`src/rtl/decimator_ctrl.sv`:
```
// Decimation sequencer: keeps every Nth accepted sample after sync alignment and
// presents it on a registered valid/ready output with sticky overflow/config-error flags.
module decimator_ctrl #(
   parameter int DATA_WIDTH    = 8,
   parameter int RATIO_WIDTH   = 16,
   parameter int DEFAULT_RATIO = 2
) (
   input  logic                   clk,
   input  logic                   rst,
   input  logic                   en,
   input  logic [RATIO_WIDTH-1:0] cfg_ratio,
   input  logic                   cfg_load,
   input  logic                   sync_i,
   input  logic [DATA_WIDTH-1:0]  data_in,
   input  logic                   data_in_valid,
   input  logic                   data_ready,
   output logic [DATA_WIDTH-1:0]  data_out,
   output logic                   data_valid,
   output logic                   busy,
   output logic                   overflow,
   output logic                   cfg_err,
   output logic [1:0]             state_dbg
);

   // Output handshake: a sample moves downstream on any cycle where
   // data_valid & data_ready; data_out is held stable while data_valid & !data_ready.

   typedef enum logic [1:0] {
      IDLE  = 2'd0,
      ARM   = 2'd1,
      RUN   = 2'd2,
      DRAIN = 2'd3
   } state_t;

   localparam logic [RATIO_WIDTH-1:0] ONE         = RATIO_WIDTH'(1);
   localparam logic [RATIO_WIDTH-1:0] RESET_RATIO =
      (DEFAULT_RATIO < 2) ? ONE : RATIO_WIDTH'(DEFAULT_RATIO);

   state_t                 state;
   logic [RATIO_WIDTH-1:0] ratio;
   logic [RATIO_WIDTH-1:0] phase;
   logic [RATIO_WIDTH-1:0] ratio_m1;
   logic [RATIO_WIDTH-1:0] cur_phase;
   logic [RATIO_WIDTH-1:0] phase_inc;
   logic                   arm_go;
   logic                   realign;
   logic                   accept;
   logic                   hit;
   logic                   xfer;

   // Ratio is never below 1, so ratio-1 cannot wrap and phase never exceeds it.
   always_comb begin
      ratio_m1  = ratio - ONE;
      arm_go    = (state == ARM) && en && sync_i;
      realign   = arm_go || ((state == RUN) && sync_i);
      accept    = (state == RUN) || arm_go;
      cur_phase = realign ? '0 : phase;
      phase_inc = (cur_phase == ratio_m1) ? '0 : cur_phase + ONE;
      hit       = accept && data_in_valid && (cur_phase == '0);
      xfer      = data_valid && data_ready;
   end

   assign state_dbg = state;

   always_ff @(posedge clk) begin
      if (!rst) begin
         state      <= IDLE;
         ratio      <= RESET_RATIO;
         phase      <= '0;
         data_out   <= '0;
         data_valid <= 1'b0;
         busy       <= 1'b0;
         overflow   <= 1'b0;
         cfg_err    <= 1'b0;
      end else begin
         if (cfg_load) begin
            if (state == IDLE)
               ratio <= (cfg_ratio <= ONE) ? ONE : cfg_ratio;
            else
               cfg_err <= 1'b1;
         end

         if (accept) begin
            if (data_in_valid)
               phase <= phase_inc;
            else if (realign)
               phase <= '0;
         end

         // A hit may reuse the slot in the same cycle it is being drained.
         if (hit && (!data_valid || data_ready)) begin
            data_out   <= data_in;
            data_valid <= 1'b1;
         end else if (hit) begin
            overflow <= 1'b1;
         end else if (xfer) begin
            data_valid <= 1'b0;
         end

         case (state)
            IDLE: if (en) begin
               state <= ARM;
               busy  <= 1'b1;
            end
            ARM: if (!en) begin
               state <= IDLE;
               busy  <= 1'b0;
            end else if (sync_i) begin
               state <= RUN;
            end
            RUN: if (!en) state <= DRAIN;
            DRAIN: if (!data_valid || data_ready) begin
               state <= IDLE;
               busy  <= 1'b0;
            end
            default: begin
               state <= IDLE;
               busy  <= 1'b0;
            end
         endcase
      end
   end

endmodule

```
`config.mk`:
```
export PLATFORM = sky130hd
export DESIGN_NAME = decimator_ctrl
export DESIGN_NICKNAME = d
export VERILOG_FILES = /design/src/rtl/decimator_ctrl.sv
export SDC_FILE = /design/constraint.sdc
export NUM_CORES = 1
export LEC_CHECK = 0
export ABC_CLOCK_PERIOD_IN_PS = 4750
export CORE_UTILIZATION = 30
export CTS_CLUSTER_SIZE = 10
export DETAILED_ROUTE_END_ITERATION = 10
export SYNTH_ARGS = -nofsm -noshare
export SYNTH_HDL_FRONTEND = slang
export SYNTH_SLANG_ARGS = --single-unit
```
`constraint.sdc`:
```
create_clock -name clk -period 4.75 [get_ports clk]
set_input_delay 0.7125 -clock clk [delete_from_list [all_inputs] [get_ports clk]]
set_output_delay 0.7125 -clock clk [all_outputs]
set_load 0.01 [all_outputs]
```
==> results of run 1 <==
[layer usage]
layer,GRT usage,share of wire
met1,0.2199,0.51
met5,0,0
met2,0.2311,0.44
met4,0.04286,0.0077
met3,0.02140,0.041
[cell families after synthesis]
group	count (synthesis)	synth area share
and+or+nand+nor	211	0.3668
AOI/OAI and AO/OA	85	0.1973
DFF	46	0.2970
buffers and inverters	40	0.05448
xor gates and xnor gates	12	0.04277
muxes	9	0.02946
adders and majority gates	3	0.01211
[registers in the layout, summed over array words and instances, names as in the netlist, named ones only]
name	flops
busy	1
cfg_err	1
data_out	8
data_valid	1
overflow	1
phase	16
ratio	16
state_dbg	1
[cells in the mapped netlist, types with 5 or more instances]
master and instances:
sky130_fd_sc_hd__a21boi_0 17, sky130_fd_sc_hd__a21oi_1 9, sky130_fd_sc_hd__a22oi_1 7, sky130_fd_sc_hd__and3_1 8, sky130_fd_sc_hd__clkbuf_1 22, sky130_fd_sc_hd__dfxtp_1 46, sky130_fd_sc_hd__inv_1 11, sky130_fd_sc_hd__mux2i_1 8
sky130_fd_sc_hd__nand2_1 62, sky130_fd_sc_hd__nand3_1 26, sky130_fd_sc_hd__nand4_1 12, sky130_fd_sc_hd__nor2_1 26, sky130_fd_sc_hd__nor2b_1 19, sky130_fd_sc_hd__nor3_1 10, sky130_fd_sc_hd__nor4_1 10, sky130_fd_sc_hd__o21ai_0 18
sky130_fd_sc_hd__o31ai_1 5, sky130_fd_sc_hd__or3_1 9, sky130_fd_sc_hd__xnor2_1 6
[metrics by stage]
stage	utilization	cell area, um2	setup slack (ns)	power [uW]	std cells
6_report	0.3745	3711	1.304	883.2	565
5_1_grt	0.3745	3711	1.081	926.3	565
4_1_cts	0.3745	3711	1.311	893.9	565
3_5_place_dp	0.3635	3602	0.9788	597.1	557
3_3_place_gp	0.3635	3602	1.009	594.5	557
2_1_floorplan	-	3100	1.591	537.0	406
[power by group through the flow]
stage | clock network, uW | registers (uW) | logic [uW]
CTS | 305 | 418 | 171
global route | 317 | 421 | 188
finish | 294 | 418 | 171
floorplan | 0 | 420 | 117
global placement | 0 | 426 | 168
detailed placement | 0 | 427 | 170
[worst min-delay path by stage]
stage,start,endpoint,slack [ns]
final,overflow,overflow,0.48
after global routing,cfg_err,cfg_err,0.51
after detailed placement,overflow,overflow,0.46
after CTS,overflow,overflow,0.48
after global placement,overflow,overflow,0.46
after floorplan,ratio[15],ratio[15],0.46
[area by class of cell]
cell class / count / share of cell area
multi-input combinational: 320 / 0.5418
sequential: 46 / 0.2481
timing repair buffer: 47 / 0.1247
tap: 133 / 0.04484
clock buffer: 5 / 0.01854
inverter: 11 / 0.01113
clock inverter: 3 / 0.01079
==> qor.txt, run 1 <==
====================================================================================
Number of enable-type register cells in the synthesized netlist                    0
Post-route clock period utilization                                           0.7254
Worst Path Max Fanout                                                             19
Global-route usage over all layers                                            0.1514
Slack of the worst reg-to-reg path                                           1.46 ns
Crit Reg-Reg Startpoint                                                     ratio[0]
Count of hold buffers inserted by post-cts repair                                  0
Area of all sequential standard cells                                      920.9 um2
Yosys synthesis warning count                                                      0
Flip-flop and latch count after synthesis                                         46
Fillers                                                                         1067
Critical path class                                                        in -> reg
Cell Pwr Density                                                        238.0 mW/mm2
Clock root buffer                                                       sky130_fd_sc_hd__clkbuf_8
Transition at the pin with the smallest max-transition slack               0.9725 ns
Ranking of synthesized cells by area                                    sky130_fd_sc_hd__dfxtp_1 (30%), sky130_fd_sc_hd__nand2_1 (7.5%), sky130_fd_sc_hd__nand3_1 (4.2%), sky130_fd_sc_hd__a21boi_0 (4.1%), sky130_fd_sc_hd__nor2b_1 (3.8%)
Fin nets                                                                         465
Proportion of layout cells with a drive suffix above 1                       0.05324
Top cell family by delay on the critical path                           simple AND/OR/NAND/NOR gates
Setup-violating endpoint count in the final report                                 0
Int Pwr                                                                     635.8 uW
Worst-case hold slack                                                      0.4791 ns
Cell count after synthesis                                                       406
Starting DRC count in detailed routing                                           132
Synth Net Count                                                                  440
Max Cap Viol                                                                       0
Final number of max-transition violations                                          0
Share of synthesized registers carrying an async set or reset                      0
Count of standard-cell rows                                                       36
Source-to-sink clock delay at the later pin of the worst-skew pair           0.30 ns
Number of antenna violations at the first check in global routing                  0
Area used by multi-input combinational logic                            0.002011 mm2
Number of buffers and inverters on the critical path                               1
Count of cells along the worst register-to-register path                          10
Hold WC Path Type                                                         reg -> reg
CTS tree                                                                         yes
Sequential cell fraction of total power                                        0.473
Critical Path End                                                          phase[10]
Critical path startpoint                                                      sync_i
Peak supply drop                                                           0.1123 mV
Kind of start point of the critical path                                   input pin
Worst-path cell with the longest stage delay                            sky130_fd_sc_hd__clkdlybuf4s50_1
Clock Tree Buf Depth                                                               2
Half-perimeter wire length of the detailed placement result                  5913 um
Area share of the largest cell type after synthesis                           0.2970
Unrepaired setup endpoints after global routing                                false
Die Outline Area                                                         0.01075 mm2
Remaining design rule violation count                                              0
Sum of negative setup slack                                                     0 ns
Most frequent cells in the layout                                       sky130_fd_sc_hd__nand2_1 (62), sky130_fd_sc_hd__dfxtp_1 (46), sky130_fd_sc_hd__clkdlybuf4s50_1 (44)
Worst path max stage delay                                                   0.50 ns
Register area share after synthesis                                           0.2970
Clock sink total                                                                  46
Synthesis-to-finish area growth                                               19.69%
Pre-Repair DR Iteration Count                                                      5
Pin count of the biggest net entering global routing                              44
Post-layout min period                                                      3.446 ns
GR Overflow Total                                                                  0
Port-buffer cells                                                                 44
Cell taking the most area after synthesis                               sky130_fd_sc_hd__dfxtp_1
CTS clock-pin slew for the worst setup and hold paths                        0.09 ns
Syn avg cell area                                                          7.637 um2
Top-level port count                                                              45
Number of levels in the clock H-tree                                               2
Switching share of power                                                      0.2801
Most common cell after layout, fill and taps aside                      sky130_fd_sc_hd__nand2_1
Final setup skew                                                         0.003664 ns
Die H                                                                       103.7 um
Arrival time reported for the critical path endpoint                         3.63 ns
Core box area                                                           0.009910 mm2
Number of nets with antenna violations after detailed routing                      0
Via-per-instance ratio                                                         5.313
Cells along the critical path                                           clkdlybuf4s50_1 -> and4b_1 -> o31a_1 -> or3_1 -> a2111o_1 -> a211oi_2 -> nand4_4 -> nand3_1 -> o21ai_0
Total via count in the routed design                                            3002
Weighted congestion at the end of routability-driven global placement         0.8508
End of the worst register-to-register path                                 phase[10]
Diodes inserted                                                                    0
Clock share of power                                                           0.333
Final hold vios                                                                    0
Vias in the first global route                                                  2730
Type of destination of the critical path                                    register
Fmax                                                                      0.2902 GHz
Die span in x                                                               103.7 um
Psw                                                                         247.4 uW
Reported leakage power                                                   0.001295 uW
Relative max-transition margin                                                0.3493
First-pass GRT wire length                                                  13620 um
Count of cell instances traversed by the critical path                             9
Run status                                                              finished, final reports clean
Post-Synthesis Cell Area                                                0.003100 mm2
Initial Util                                                                  0.3129
Number of unique standard cell types used by synthesis                            63
Resized Gates After CTS                                                            0
DRT Wirelength                                                               8029 um
Gate power share                                                               0.193
Crit path required time                                                      4.94 ns
Routed length per placed instance                                           14.21 um
Number of buffers added by the clock tree synthesis step                           5
Cell depth of the worst hold path                                                  1
Post CTS Setup Buffer Count                                                        0
Primary flip-flop cell chosen by synthesis mapping                      sky130_fd_sc_hd__dfxtp_1
====================================================================================
Power figures use the tool's default switching activity.
==> run 2, diff against run 1 <==
--- a/config.mk
+++ b/config.mk
@@ -5,7 +5,7 @@
 export SDC_FILE = /design/constraint.sdc
 export NUM_CORES = 1
 export LEC_CHECK = 0
-export ABC_CLOCK_PERIOD_IN_PS = 4750
+export ABC_CLOCK_PERIOD_IN_PS = 3000
 export CORE_UTILIZATION = 30
 export CTS_CLUSTER_SIZE = 10
 export DETAILED_ROUTE_END_ITERATION = 10
==> constraint.sdc (replaced) <==
create_clock -name clk -period 3 [get_ports clk]
set_input_delay 0.45 -clock clk [delete_from_list [all_inputs] [get_ports clk]]
set_output_delay 0.45 -clock clk [all_outputs]
set_load 0.01 [all_outputs]
==> run 2 against run 1 <==
Net effect:
- setup slack lost 1.2 ns
- via count grew 9.0%
- clock-buffer cell count grew 1
- routed wire length grew 13%
- core utilization grew 4.8 points
- sequential power grew 57%
- non-clock buffer count grew 50
- highest routed layer unchanged
- die area is the same
- critical path depth grew 1
==> qor.txt, run 2 (synthesis gave the netlist of run 1 again) <==
====================================================================================
Area of placed instances                                                0.003940 mm2   was 0.003602 mm2
Cell depth of the worst hold path                                                  1   unchanged
Synthesis-to-finish area growth                                               35.11%   was 19.69%
Fillers                                                                         1043   was 1067
Half-perimeter wire length of the detailed placement result                  6508 um   was 5913 um
Weighted congestion at the end of routability-driven global placement         0.8248   was 0.8508
Fmax                                                                      0.3428 GHz
Number of buffers added by the clock tree synthesis step                           5   unchanged
DRT Wirelength                                                               9062 um   was 8029 um
Post-layout min period                                                      2.917 ns
Final Non-Filler Cells                                                           616   was 565
Worst path max stage delay                                                   0.46 ns   was 0.50 ns
Die H                                                                       103.7 um   unchanged
Count of cells along the worst register-to-register path                          10   unchanged
Final Cell Area                                                         0.004189 mm2   was 0.003711 mm2
Top cell family by delay on the critical path                           compound AO/OA/AOI/OAI gates   was simple AND/OR/NAND/NOR gates
Cell Pwr Density                                                        341.5 mW/mm2   was 238.0 mW/mm2
Final setup skew                                                          0.01342 ns   was 0.003664 ns
Clock Tree Buf Depth                                                               2   unchanged
Number of antenna violations at the first check in global routing                  0   unchanged
Vias in the first global route                                                  3064   was 2730
Area used by multi-input combinational logic                            0.002110 mm2   was 0.002011 mm2
Number of buffers and inverters on the critical path                               2   was 1
Routed length per placed instance                                           14.71 um   was 14.21 um
Cells along the critical path                                           clkdlybuf4s50_1 -> and4b_2 -> o31a_1 -> or3_1 -> a2111o_1 -> a211oi_4 -> nand4_4 -> buf_6 -> a22oi_2 -> o31ai_1   was clkdlybuf4s50_1 -> and4b_1 -> o31a_1 -> or3_1 -> a2111o_1 -> a211oi_2 -> nand4_4 -> nand3_1 -> o21ai_0
Global-route usage over all layers                                            0.1685   was 0.1514
First-pass GRT wire length                                                  14960 um   was 13620 um
Fin nets                                                                         516   was 465
CTS tree                                                                         yes   unchanged
Count of hold buffers inserted by post-cts repair                                  0   unchanged
Most frequent cells in the layout                                       sky130_fd_sc_hd__nand2_1 (62), sky130_fd_sc_hd__buf_4 (49), sky130_fd_sc_hd__dfxtp_1 (46)   was sky130_fd_sc_hd__nand2_1 (62), sky130_fd_sc_hd__dfxtp_1 (46), sky130_fd_sc_hd__clkdlybuf4s50_1 (44)
CTS clock-pin slew for the worst setup and hold paths                        0.09 ns   about the same
Worst Path Max Fanout                                                              6   was 19
GR Overflow Total                                                                  0   unchanged
Starting DRC count in detailed routing                                           203   was 132
Transition at the pin with the smallest max-transition slack               0.5886 ns   was 0.9725 ns
Peak supply drop                                                           0.1736 mV   was 0.1123 mV
Total via count in the routed design                                            3273   was 3002
Crit path required time                                                      3.20 ns   was 4.94 ns
Most common cell after layout, fill and taps aside                      sky130_fd_sc_hd__nand2_1   unchanged
Type of destination of the critical path                                    register   unchanged
Port-buffer cells                                                                 44   unchanged
Remaining design rule violation count                                              0   unchanged
Via-per-instance ratio                                                         5.313   about the same
Arrival time reported for the critical path endpoint                         3.12 ns   was 3.63 ns
Max Cap Viol                                                                       0   unchanged
Count of placed standard cells including taps                                    602   was 557
Diodes inserted                                                                    0   unchanged
Source-to-sink clock delay at the later pin of the worst-skew pair           0.32 ns   was 0.30 ns
Reported leakage power                                                   0.001558 uW   was 0.001295 uW
Initial Util                                                                  0.3129   unchanged
Post-route clock period utilization                                           0.9724
Proportion of layout cells with a drive suffix above 1                        0.1781   was 0.05324
Count of cell instances traversed by the critical path                            10   was 9
Final number of max-transition violations                                          0   unchanged
Critical path class                                                        in -> reg   unchanged
Run status                                                              finished, final reports clean   unchanged
Kind of start point of the critical path                                   input pin   unchanged
Clock sink total                                                                  46   unchanged
Relative max-transition margin                                                0.6053   was 0.3493
Number of levels in the clock H-tree                                               2   unchanged
Worst-path cell with the longest stage delay                            sky130_fd_sc_hd__clkdlybuf4s50_1   unchanged
Final hold vios                                                                    0   unchanged
Largest registers                                                       phase: 16 flops, ratio: 16 flops, data_out: 8 flops   unchanged
Setup-violating endpoint count in the final report                                 0   unchanged
Core box area                                                           0.009910 mm2   unchanged
Pin count of the biggest net entering global routing                              35   was 44
Top-level port count                                                              45   unchanged
Pre-Repair DR Iteration Count                                                      4   was 5
Clock root buffer                                                       sky130_fd_sc_hd__clkbuf_8   unchanged
Hold WC Path Type                                                         reg -> reg   unchanged
Die span in x                                                               103.7 um   unchanged
Area of all sequential standard cells                                      920.9 um2   unchanged
Count of standard-cell rows                                                       36   unchanged
Sum of negative setup slack                                                     0 ns   unchanged
Number of nets with antenna violations after detailed routing                      0   unchanged
Die Outline Area                                                         0.01075 mm2   unchanged
====================================================================================
==> run 2: cell type report <==
cell class | instances | share of cell area
multi-input cells | 321 | 0.5036
well taps | 133 | 0.03973
inverters | 11 | 0.009857
clock buffers | 6 | 0.01971
repair buffers | 97 | 0.2043
clock inverters | 2 | 0.002987
flip-flops and latches | 46 | 0.2198
==> run 2: worst paths after layout <==
path                    to  slack (ns)  startpoint
hold / removal     cfg_err        0.47     cfg_err
setup / recovery  phase[9]        0.08          en
hold reg to reg    cfg_err        0.47     cfg_err
setup reg to reg  phase[9]        0.13    ratio[0]
==> run 2: worst register-to-register path: cells and delay by family, from the launching register on <==
kind,cells,cell delay [ns]
and+or+nand+nor,4,1.44
buffers and inverters,2,0.38
xor gates and xnor gates,2,0.38
DFF,1,0.36
AOI/OAI and AO/OA,2,0.20
==> run 2: repair_timing <==
item | CTS | global route
gates cloned | 0 | 1
resized for setup | 0 | 21
pin swaps | 1 | 8
hold endpoints to repair | 0 | 0
buffers inserted | 2 | 3
setup endpoints to repair | 1 | 16
==> run 2: per-stage QoR <==
stage	hold slack (ns)	utilization	worst slack, ns	total power (uW)
2_1_floorplan	0.4561	-	0.04456	850.3
3_3_place_gp	0.4543	0.3976	-0.2849	978.3
3_5_place_dp	0.4526	0.3976	-0.3357	983.4
4_1_cts	0.4738	0.4087	0.02287	1399
5_1_grt	0.5061	0.4227	-0.06645	1509
6_report	0.4727	0.4227	0.08292	1430
==> run 2: power breakdown <==
group,total (uW),internal [uW],switching (uW)
clock,416,186,230
sequential,656,632,23.6
combinational,359,175,184
total,1430,993,438
==> run 2: routing by layer <==
metal	vias to the layer above	track usage	wire length [um]
met5	-	0	0
met4	0	0.06122	189
met3	18	0.02391	444
met2	77	0.2579	3981
met1	1549	0.2394	4447
li1	1629	-	-
